### src/rtl/iah_etc_pkg.sv
`default_nettype none
// ============================================================================
// Module      : iah_etc_pkg
// Description : Shared definitions for the IAH/ETC alert dispatch path:
//               dispatcher state encoding, alert level constants, outbound
//               payload field offsets and the payload packing helper.
// Revision    : 1.0 - initial release
// ============================================================================
package iah_etc_pkg;

  // Encoding is visible on state_out, so the values are fixed.
  typedef enum logic [2:0] {
    ST_IDLE     = 3'd0,
    ST_ARMED    = 3'd1,
    ST_SEND     = 3'd2,
    ST_WAIT_ACK = 3'd3,
    ST_BACKOFF  = 3'd4,
    ST_DONE     = 3'd5,
    ST_FAIL     = 3'd6
  } state_e;

  localparam logic [1:0] LVL_MIN  = 2'd1;  // level 0 is promoted to this
  localparam logic [1:0] LVL_CRIT = 2'd3;  // skips the cancel window

  localparam int PAYLOAD_W  = 16;
  localparam int PL_SEQ_LSB = 8;   // seq[7:0]
  localparam int PL_LVL_LSB = 6;   // level[1:0]
  localparam int PL_ATT_LSB = 3;   // attempt[2:0]; bits [2:0] are zero

  function automatic logic [PAYLOAD_W-1:0] pack_payload(
    input logic [7:0] seq,
    input logic [1:0] lvl,
    input logic [2:0] att
  );
    logic [PAYLOAD_W-1:0] p;
    p = '0;
    p[PL_SEQ_LSB +: 8] = seq;
    p[PL_LVL_LSB +: 2] = lvl;
    p[PL_ATT_LSB +: 3] = att;
    return p;
  endfunction

endpackage : iah_etc_pkg
`default_nettype wire

### src/rtl/ms_timer.sv
`default_nettype none
// ============================================================================
// Module      : ms_timer
// Description : Loadable millisecond down-counter. Decrements on tick_1ms and
//               flags expiry when a tick arrives while the count is zero, so a
//               load of N expires on the (N+1)th tick (N to N+1 ms).
// Ports       : clk, rst      - clock, synchronous active-high reset
//               tick_1ms      - 1 ms strobe
//               load/load_val - reload the counter (wins over a tick)
//               expired       - combinational expiry strobe
// Revision    : 1.0 - initial release
// ============================================================================
module ms_timer #(
  parameter int WIDTH = 13
) (
  input  logic             clk,
  input  logic             rst,
  input  logic             tick_1ms,
  input  logic             load,
  input  logic [WIDTH-1:0] load_val,
  output logic             expired
);

  logic [WIDTH-1:0] cnt_q, cnt_d;

  always_comb begin
    cnt_d = cnt_q;
    if (load) begin
      cnt_d = load_val;
    end else if (tick_1ms && (cnt_q != '0)) begin
      cnt_d = cnt_q - WIDTH'(1);
    end
  end

  always_ff @(posedge clk) begin
    if (rst) begin
      cnt_q <= '0;
    end else begin
      cnt_q <= cnt_d;
    end
  end

  assign expired = tick_1ms && (cnt_q == '0);

endmodule : ms_timer
`default_nettype wire

### src/rtl/alert_dispatch_ctrl.sv
`default_nettype none
// ============================================================================
// Module      : alert_dispatch_ctrl
// Description : Turns the fused emergency alert into an outbound notification:
//               cancel window for levels 1-2, escalation on rising severity,
//               valid/ready transmit with ack/nack, timeout and bounded retry.
// Ports       : clk, rst, tick_1ms          - clock, sync reset, 1 ms strobe
//               alert_in, alert_level       - alert from the alert core
//               user_cancel                 - debounced cancel button
//               tx_ready, tx_ack, tx_nack   - transmitter handshake
//               tx_valid, tx_payload        - outbound payload
//               buzzer_out, fail_out        - local warning / failure flag
//               state_out                   - current state encoding
// Revision    : 1.0 - initial release
// ============================================================================
module alert_dispatch_ctrl
  import iah_etc_pkg::*;
#(
  parameter int CANCEL_MS      = 3000,
  parameter int ACK_TIMEOUT_MS = 500,
  parameter int BACKOFF_MS     = 200,
  parameter int MAX_ATTEMPTS   = 4
) (
  input  logic        clk,
  input  logic        rst,
  input  logic        tick_1ms,
  input  logic        alert_in,
  input  logic [1:0]  alert_level,
  input  logic        user_cancel,
  input  logic        tx_ready,
  input  logic        tx_ack,
  input  logic        tx_nack,
  output logic        tx_valid,
  output logic [15:0] tx_payload,
  output logic        buzzer_out,
  output logic [2:0]  state_out,
  output logic        fail_out
);

  localparam int MAX_AB = (ACK_TIMEOUT_MS > BACKOFF_MS) ? ACK_TIMEOUT_MS : BACKOFF_MS;
  localparam int MAX_MS = (CANCEL_MS > MAX_AB) ? CANCEL_MS : MAX_AB;
  localparam int CNT_W  = $clog2(MAX_MS) + 1;
  localparam logic [2:0] MAX_ATT = 3'(MAX_ATTEMPTS);

  state_e      state_q, state_d;
  logic [7:0]  seq_q, seq_d;
  logic [1:0]  lvl_q, lvl_d;
  logic [2:0]  att_q, att_d;
  logic        tx_valid_q, tx_valid_d;
  logic [15:0] tx_payload_q, tx_payload_d;
  logic        buzzer_q, buzzer_d;
  logic        fail_q, fail_d;

  logic             timer_load;
  logic [CNT_W-1:0] timer_val;
  logic             timer_exp;

  // One timer, time-shared: only one of ARMED/WAIT_ACK/BACKOFF is active and
  // each reloads it on entry.
  ms_timer #(
    .WIDTH (CNT_W)
  ) u_timer (
    .clk      (clk),
    .rst      (rst),
    .tick_1ms (tick_1ms),
    .load     (timer_load),
    .load_val (timer_val),
    .expired  (timer_exp)
  );

  always_comb begin
    state_d    = state_q;
    seq_d      = seq_q;
    lvl_d      = lvl_q;
    att_d      = att_q;
    timer_load = 1'b0;
    timer_val  = '0;

    case (state_q)
      ST_IDLE: begin
        if (alert_in) begin
          lvl_d = (alert_level == 2'd0) ? LVL_MIN : alert_level;
          att_d = 3'd1;
          if (lvl_d == LVL_CRIT) begin
            state_d = ST_SEND;
          end else begin
            state_d    = ST_ARMED;
            timer_load = 1'b1;
            timer_val  = CNT_W'(CANCEL_MS);
          end
        end
      end
      ST_ARMED: begin
        // Cancel beats everything; alert_in dropping is deliberately ignored.
        if (user_cancel) begin
          state_d = ST_IDLE;
        end else begin
          if (alert_in && (alert_level > lvl_q)) begin
            lvl_d = alert_level;
          end
          if ((lvl_d == LVL_CRIT) || timer_exp) begin
            state_d = ST_SEND;
          end
        end
      end
      ST_SEND: begin
        if (tx_valid_q && tx_ready) begin
          state_d    = ST_WAIT_ACK;
          timer_load = 1'b1;
          timer_val  = CNT_W'(ACK_TIMEOUT_MS);
        end
      end
      ST_WAIT_ACK: begin
        if (tx_ack) begin
          state_d = ST_DONE;
          seq_d   = seq_q + 8'd1;
        end else if (tx_nack || timer_exp) begin
          if (att_q < MAX_ATT) begin
            state_d    = ST_BACKOFF;
            att_d      = att_q + 3'd1;
            timer_load = 1'b1;
            timer_val  = CNT_W'(BACKOFF_MS);
          end else begin
            state_d = ST_FAIL;
          end
        end
      end
      ST_BACKOFF: begin
        if (timer_exp) begin
          state_d = ST_SEND;
        end
      end
      ST_DONE: begin
        // Wait for the alert to go away so a held alert is not re-sent.
        if (!alert_in) begin
          state_d = ST_IDLE;
        end
      end
      ST_FAIL: begin
        if (user_cancel || !alert_in) begin
          state_d = ST_IDLE;
          seq_d   = seq_q + 8'd1;
        end
      end
      default: begin
        state_d = ST_IDLE;
      end
    endcase

    // Outputs are registered from the next state so they line up with
    // state_out. seq/level/attempt never change in SEND, which keeps the
    // payload frozen until the transfer.
    tx_valid_d   = (state_d == ST_SEND);
    tx_payload_d = (state_d == ST_SEND) ? pack_payload(seq_d, lvl_d, att_d) : tx_payload_q;
    fail_d       = (state_d == ST_FAIL);
    buzzer_d     = (state_d == ST_ARMED) || (state_d == ST_SEND) ||
                   (state_d == ST_WAIT_ACK) || (state_d == ST_BACKOFF) ||
                   (state_d == ST_FAIL);
  end

  always_ff @(posedge clk) begin
    if (rst) begin
      state_q      <= ST_IDLE;
      seq_q        <= '0;
      lvl_q        <= '0;
      att_q        <= '0;
      tx_valid_q   <= 1'b0;
      tx_payload_q <= '0;
      buzzer_q     <= 1'b0;
      fail_q       <= 1'b0;
    end else begin
      state_q      <= state_d;
      seq_q        <= seq_d;
      lvl_q        <= lvl_d;
      att_q        <= att_d;
      tx_valid_q   <= tx_valid_d;
      tx_payload_q <= tx_payload_d;
      buzzer_q     <= buzzer_d;
      fail_q       <= fail_d;
    end
  end

  assign tx_valid   = tx_valid_q;
  assign tx_payload = tx_payload_q;
  assign buzzer_out = buzzer_q;
  assign fail_out   = fail_q;
  assign state_out  = state_q;

endmodule : alert_dispatch_ctrl
`default_nettype wire

### config.mk
export PLATFORM = sky130hd
export DESIGN_NAME = alert_dispatch_ctrl
export DESIGN_NICKNAME = d
export VERILOG_FILES = /design/src/rtl/iah_etc_pkg.sv /design/src/rtl/ms_timer.sv /design/src/rtl/alert_dispatch_ctrl.sv
export SDC_FILE = /design/constraint.sdc
export NUM_CORES = 1
export LEC_CHECK = 0
export CORE_AREA = 2 2 78 80
export CTS_CLUSTER_SIZE = 8
export DETAILED_ROUTE_END_ITERATION = 10
export DIE_AREA = 0 0 80 82
export PLACE_DENSITY = 0.66
export SLEW_MARGIN = 40
export SYNTH_ARGS = -nofsm -noshare
export SYNTH_HDL_FRONTEND = slang
export SYNTH_SLANG_ARGS = --single-unit
### constraint.sdc
create_clock -name clk -period 2.3 [get_ports clk]
set_input_delay 0.46 -clock clk [delete_from_list [all_inputs] [get_ports clk]]
set_output_delay 0.46 -clock clk [all_outputs]
set_load 0.05 [all_outputs]
==> results of run 1 <==
## metal layers
layer,track usage (%),vias to the layer above
met1,25.3,1071
met2,31.6,51
met4,6.95,0
li1,-,1137
met3,3.85,6
met5,0,-
## through the flow
stage / utilization (%) / instances / setup slack (ns) / area (um2) / TNS, ns
6_report: 59.1 / 423 / -0.0511 / 3390 / -0.542
5_1_grt: 59.1 / 423 / -0.187 / 3390 / -2.24
4_1_cts: 59.4 / 423 / -0.0986 / 3410 / -1.11
3_5_place_dp: 55.9 / 410 / -0.629 / 3210 / -9.34
3_3_place_gp: 55.9 / 410 / -0.600 / 3210 / -8.80
2_1_floorplan: - / 284 / -0.00317 / 2610 / -0.0317
## final cells by class
cell class                      count  area [um2]
Clock buffer                        7        86.3
Inverter                            6        22.5
Fill cell                         539        2350
Timing Repair Buffer               73         631
Tap cell                           75        93.8
Clock inverter                      1        30.0
Sequential cell                    45         911
Multi-Input combinational cell    216        1620
## state kept, by name, summed over array words and instances, names as in the netlist
register and count:
att_q 3, u_timer.cnt_q 13, state_out 3, tx_valid 1
seq_q 8, tx_payload 13, fail_out 1, buzzer_out 1
lvl_q 2
## kinds of logic (layout without fill, tap and decap cells)
family	Yosys count	in the layout	share of synthesized area (%)
adders and majority gates	6	6	2.97
buffers and inverters	23	87	4.56
DFF	45	45	35.7
and+or+nand+nor	125	125	28.0
other	1	3	0.149
xor gates and xnor gates	15	15	5.21
muxes	18	18	7.88
AOI/OAI and AO/OA	49	49	15.6
## where the power goes
part | internal [mW] | switching [mW] | leakage (nW) | total [mW]
clock | 0.354 | 0.255 | 0.0585 | 0.610
sequential | 0.848 | 0.0876 | 0.369 | 0.936
combinational | 0.401 | 0.430 | 0.902 | 0.831
## timing repair
item | in CTS | in global routing
pin swaps | 5 | 3
buffers inserted | 4 | 2
endpoints found under the setup margin | 14 | 13
resized for setup | 17 | 3
cloned | 1 | 0
## cell usage in the layout (no fill, tap or decap), drive strengths merged, types with 5 or more instances in the layout
master,netlist,layout
o21ai,7,7
nor2,28,28
nor2b,19,19
xor2,10,10
nand2,17,17
nand3,5,5
nor3,12,12
inv,6,6
xnor2,5,5
or3,6,6
ha,6,6
clkdlybuf4s50,0,25
mux2,15,15
a21oi,7,7
clkbuf,10,7
a31oi,5,5
dfxtp,45,45
a211oi,7,7
buf,7,46
nand4,9,9
nand2b,5,5
## worst max-delay path: stages (launching register included)
cell      delay, ns
dfxtp_2        0.34
inv_2          0.04
ha_4           0.20
nor2b_4        0.12
o211ai_1       0.24
buf_4          0.17
mux2i_4        0.22
o21ai_2        0.11
a211oi_4       0.28
buf_6          0.20
mux2_4         0.30
## worst paths after layout
path,cells past startpoint,start,end,slack [ns]
worst max-delay path,10,lvl_q[1],tx_payload[4],-0.05
worst min-delay path,2,u_timer.cnt_q[11],u_timer.cnt_q[11],0.50
worst max register to register,10,lvl_q[1],tx_payload[4],-0.05
worst min register to register,2,u_timer.cnt_q[11],u_timer.cnt_q[11],0.50
==> flow_summary.toml, run 1 <==
[layout]
drive_above_1_share_pct = 26.4
antenna_cells = 0
areaGrowthSynthToFinish_pct = 34.5
fin_nets = 363

[yosys]
synthFlopType = "dfxtp_1"
ys_warn_count = 0
synth_area_per_cell_um2 = 8.95
synthCells = 282
synthTopCellsByCount = "dfxtp_1 (45), nor2_1 (28), nor2b_1 (19), nand2_1 (17), nor3_1 (12)"
yosys.area.top_type = "dfxtp_1"
synth_top_area_share_pct = 35.7
synth_area_um2 = 2520
synth_cell_type_count = 58
async_flop_share_pct = 0
yosysMostFrequentCell = "dfxtp_1"
synth-seq-cells = 45
ys_seq_area_share_pct = 35.7
synth_edf_count = 0
netlist_top_cells_area = "dfxtp_1 (36%), nor2b_1 (4.7%), mux2_1 (4.5%)"

[floorplan]
die-width_um = 80
rows = 28
die_area_um2 = 6560
num_io_pins = 32
initial_core_util_pct = 43.9
fp.dieH_um = 82
core_area_um2 = 5750

[run]
maxCapViolCount = 0

[detailed_routing]
wl_met2_um = 2900
drt_pass1_iterations = 4
wl_met1_um = 2760
vias = 2265
finalWirelength_um = 5960
ant_nets = 0
viasPerCell = 5.35
top_layer = "met4"
drtIter0Drc = 158
met3_wirelength_um = 250
route.detailed.drc = 0
wire_per_inst_um = 14.1

[sta]
skew_ns = 0.00780
hold_viol_final = 0
min_period_ns = 2.35
relSlewSlack_pct = 66.7
max_freq_ghz = 0.425
post-route-period-util_pct = 102
maxSlewViolCount = 0
fin_ws_ns = -0.0511
rsz0062_at_grt = "true"
worst_pin_slew_ns = 0.498
whs_ns = 0.504
setup_violations = 13

[clock_tree]
clk_latency_ns = 0.29
htreeDepth = 2
hold_buffers = 0
clock_path_buffers = 2
cts_root_buf = "clkbuf_8"
clock-sinks = 45
cts_buffers = 5
clkTransAtPathRegs_ns = 0.08
cts_tree = "done"

[power_and_ir_drop]
irDropWorstVdd_mv = 0.343
total_power_mw = 2.38
power_density_nw_per_um2 = 700
p_leak_nw = 1.33

[hold_path]
hold_class = "flip-flop to flip-flop"

[critical_path]
endpoint_kind = "flip-flop"
critPathArrivalTime_ns = 2.53
required_ns = 2.48
crit_path_start_kind = "flip-flop"
critical_path.max_fanout = 7
critPathKind = "flip-flop to flip-flop"

[outcome]
violations = "setup timing"
outcome = "finished with violations"

[grt]
grt_pass1_wl_um = 9980
grt.total_usage_pct = 19.3
antenna_found_initial = 0
grt_overflow_total = 0
grt_pass1_vias = 2181
grt_max_degree = 46

[placed_design]
dpl.hpwl_um = 4070
routabilityCongestion = 0.914
port_buffers = 28
No activity file was read; power rests on OpenSTA's default activity.
==> inputs of run 2 (changes only) <==
--- a/config.mk
+++ b/config.mk
@@ -10,6 +10,7 @@
 export DETAILED_ROUTE_END_ITERATION = 10
 export DIE_AREA = 0 0 80 82
 export PLACE_DENSITY = 0.66
+export RECOVER_POWER = 100
 export SLEW_MARGIN = 40
 export SYNTH_ARGS = -nofsm -noshare
 export SYNTH_HDL_FRONTEND = slang
==> run 2 against run 1 <==
  * The flow still finishes with violations (setup timing)
  * First-iteration DRC count is 1.3% lower
  * Clock skew about the same
  * Final cell count unchanged
  * Routed wire length up 0.18%
  * Non-clock buffer count unchanged
  * Global-route usage stayed put
  * Maximum frequency down 0.52%
  * Die area stayed put
  * Clock-buffer cell count stayed put
  * Clock power rose by 0.7%
  * Hold slack better by 0.012 ns
==> flow_summary.toml, run 2 (same netlist as run 1, synthesis figures left out) <==
[sta]
min_period_ns = 2.36
skew_ns = 0.00784
max_freq_ghz = 0.423
hold_viol_final = 0
setup_violations = 13
relSlewSlack_pct = 66.1
post-route-period-util_pct = 103
fin_ws_ns = -0.0634
worst_pin_slew_ns = 0.506
rsz0062_at_grt = "true"
whs_ns = 0.516
maxSlewViolCount = 0

[detailed_routing]
ant_nets = 0
finalWirelength_um = 5970
wire_per_inst_um = 14.1
vias = 2278
route.detailed.drc = 0
drtIter0Drc = 156
drt_pass1_iterations = 4
viasPerCell = 5.39

[layout]
final_common_cell = "dfxtp_1"
areaGrowthSynthToFinish_pct = 32.8
antenna_cells = 0
fin_nets = 363
final_cell_mix = "dfxtp_1 (41), buf_4 (32), nor2_1 (28)"
stdcell_area_um2 = 3350
final_cells = 423
drive_above_1_share_pct = 24.1

[critical_path]
endpoint_kind = "flip-flop"
critPathKind = "primary input to flip-flop"
critPathArrivalTime_ns = 2.55
crit_path_start_kind = "primary input"
critical_path.max_fanout = 7
required_ns = 2.48
cp_top_family = "buffers and inverters"
path_buf_inv = 4
cpPeakStageDelay_ns = 0.48
crit_slowest_cell = "clkdlybuf4s50_1"
crit_chain = "clkdlybuf4s50_1, clkbuf_4, nor4b_1, buf_4, nand2_1, mux2i_1, o31a_1, a211oi_4, buf_6, mux2_4"

[power_and_ir_drop]
clkPwrFrac_pct = 26.1
p_leak_nw = 1.36
switching_power_mw = 0.772
combPwrFrac_pct = 34.2
irDropWorstVdd_mv = 0.341
seqPwrFrac_pct = 39.7
p_int_mw = 1.58
p_sw_share_pct = 32.8
power_density_nw_per_um2 = 702

[grt]
grt_use_met1_pct = 25.3
grt_overflow_total = 0
grt.total_usage_pct = 19.3
met2_usage_pct = 31.6
grt_pass1_vias = 2181
grt_busiest_layer = "met2"
antenna_found_initial = 0
grt_max_degree = 46
grt_pass1_wl_um = 9980
grtUsageMet3_pct = 3.85

[floorplan]
die-width_um = 80
core_area_um2 = 5750
rows = 28
die_area_um2 = 6560
fp.dieH_um = 82
initial_core_util_pct = 43.9
num_io_pins = 32

[clock_tree]
clock-sinks = 45
cts_buffers = 5
clock_path_buffers = 2
htreeDepth = 2
clk_latency_ns = 0.29
cts_tree = "done"
clkTransAtPathRegs_ns = 0.08
cts_root_buf = "clkbuf_8"
hold_buffers = 0

[hold_path]
hold_class = "flip-flop to flip-flop"

[run]
maxCapViolCount = 0

[placed_design]
dpl.hpwl_um = 4070
placed_area_um2 = 3210
dp_slack_ns = -0.629
port_buffers = 28
placed_cells = 410
routabilityCongestion = 0.914

[outcome]
outcome = "finished with violations"
violations = "setup timing"
## run 2: cell types whose count changed in the layout (fill, tap and decap cells not counted), sizes merged
cell,before,now
buf,46,36
dlygate4sd3,0,19
clkdlybuf4s50,25,6
clkbuf,7,17
## run 2: cell type report
cell class                 instances  area (um2)
clock buffer                       7        86.3
clock inverter                     1        30.0
fill                             545        2390
inverter                           6        22.5
multi-input combinational        216        1600
sequential                        45         911
tap                               75        93.8
timing repair buffer              73         606
## run 2: final timing paths
path | from | to | slack [ns] | cells past startpoint
setup reg to reg | lvl_q[1] | tx_payload[4] | -0.05 | 10
setup / recovery | user_cancel | tx_payload[4] | -0.06 | 10
hold reg to reg | u_timer.cnt_q[11] | u_timer.cnt_q[11] | 0.52 | 2
hold / removal | u_timer.cnt_q[11] | u_timer.cnt_q[11] | 0.52 | 2
## run 2: power by group through the flow
stage | clock network, mW | registers [mW] | logic, mW
3_5_place_dp | 0 | 0.950 | 0.791
6_report | 0.614 | 0.934 | 0.804
2_1_floorplan | 0 | 0.983 | 0.522
5_1_grt | 0.661 | 0.946 | 0.885
3_3_place_gp | 0 | 0.949 | 0.783
4_1_cts | 0.629 | 0.935 | 0.845
## run 2: tightest hold or removal path, stage by stage, from the launching register on
cell and delay, ns:
dfxtp_1 0.35, inv_1 0.06, a211oi_1 0.06
## run 2: what timing repair did
item                       CTS  global route
gates resized for setup     17             3
pin swaps                    5             3
cloned                       1             0
setup endpoints to repair   14            13
buffers inserted             4             2
## run 2: metal layers
layer  wire (um)  part of all wire (%)  vias up
met5           0                     0        -
met2        2860                    48       49
met4          94                   1.6        0
met1        2780                    47     1079
met3         238                   4.0       11
li1            -                     -     1139
## run 2: metrics by stage
step,total power [mW],TNS (ns),utilization (%)
global route,2.49,-2.31,58.3
CTS,2.41,-1.11,59.4
detailed placement,1.74,-9.34,55.9
finish,2.35,-0.690,58.3
floorplan,1.50,-0.0317,-
global placement,1.73,-8.80,55.9
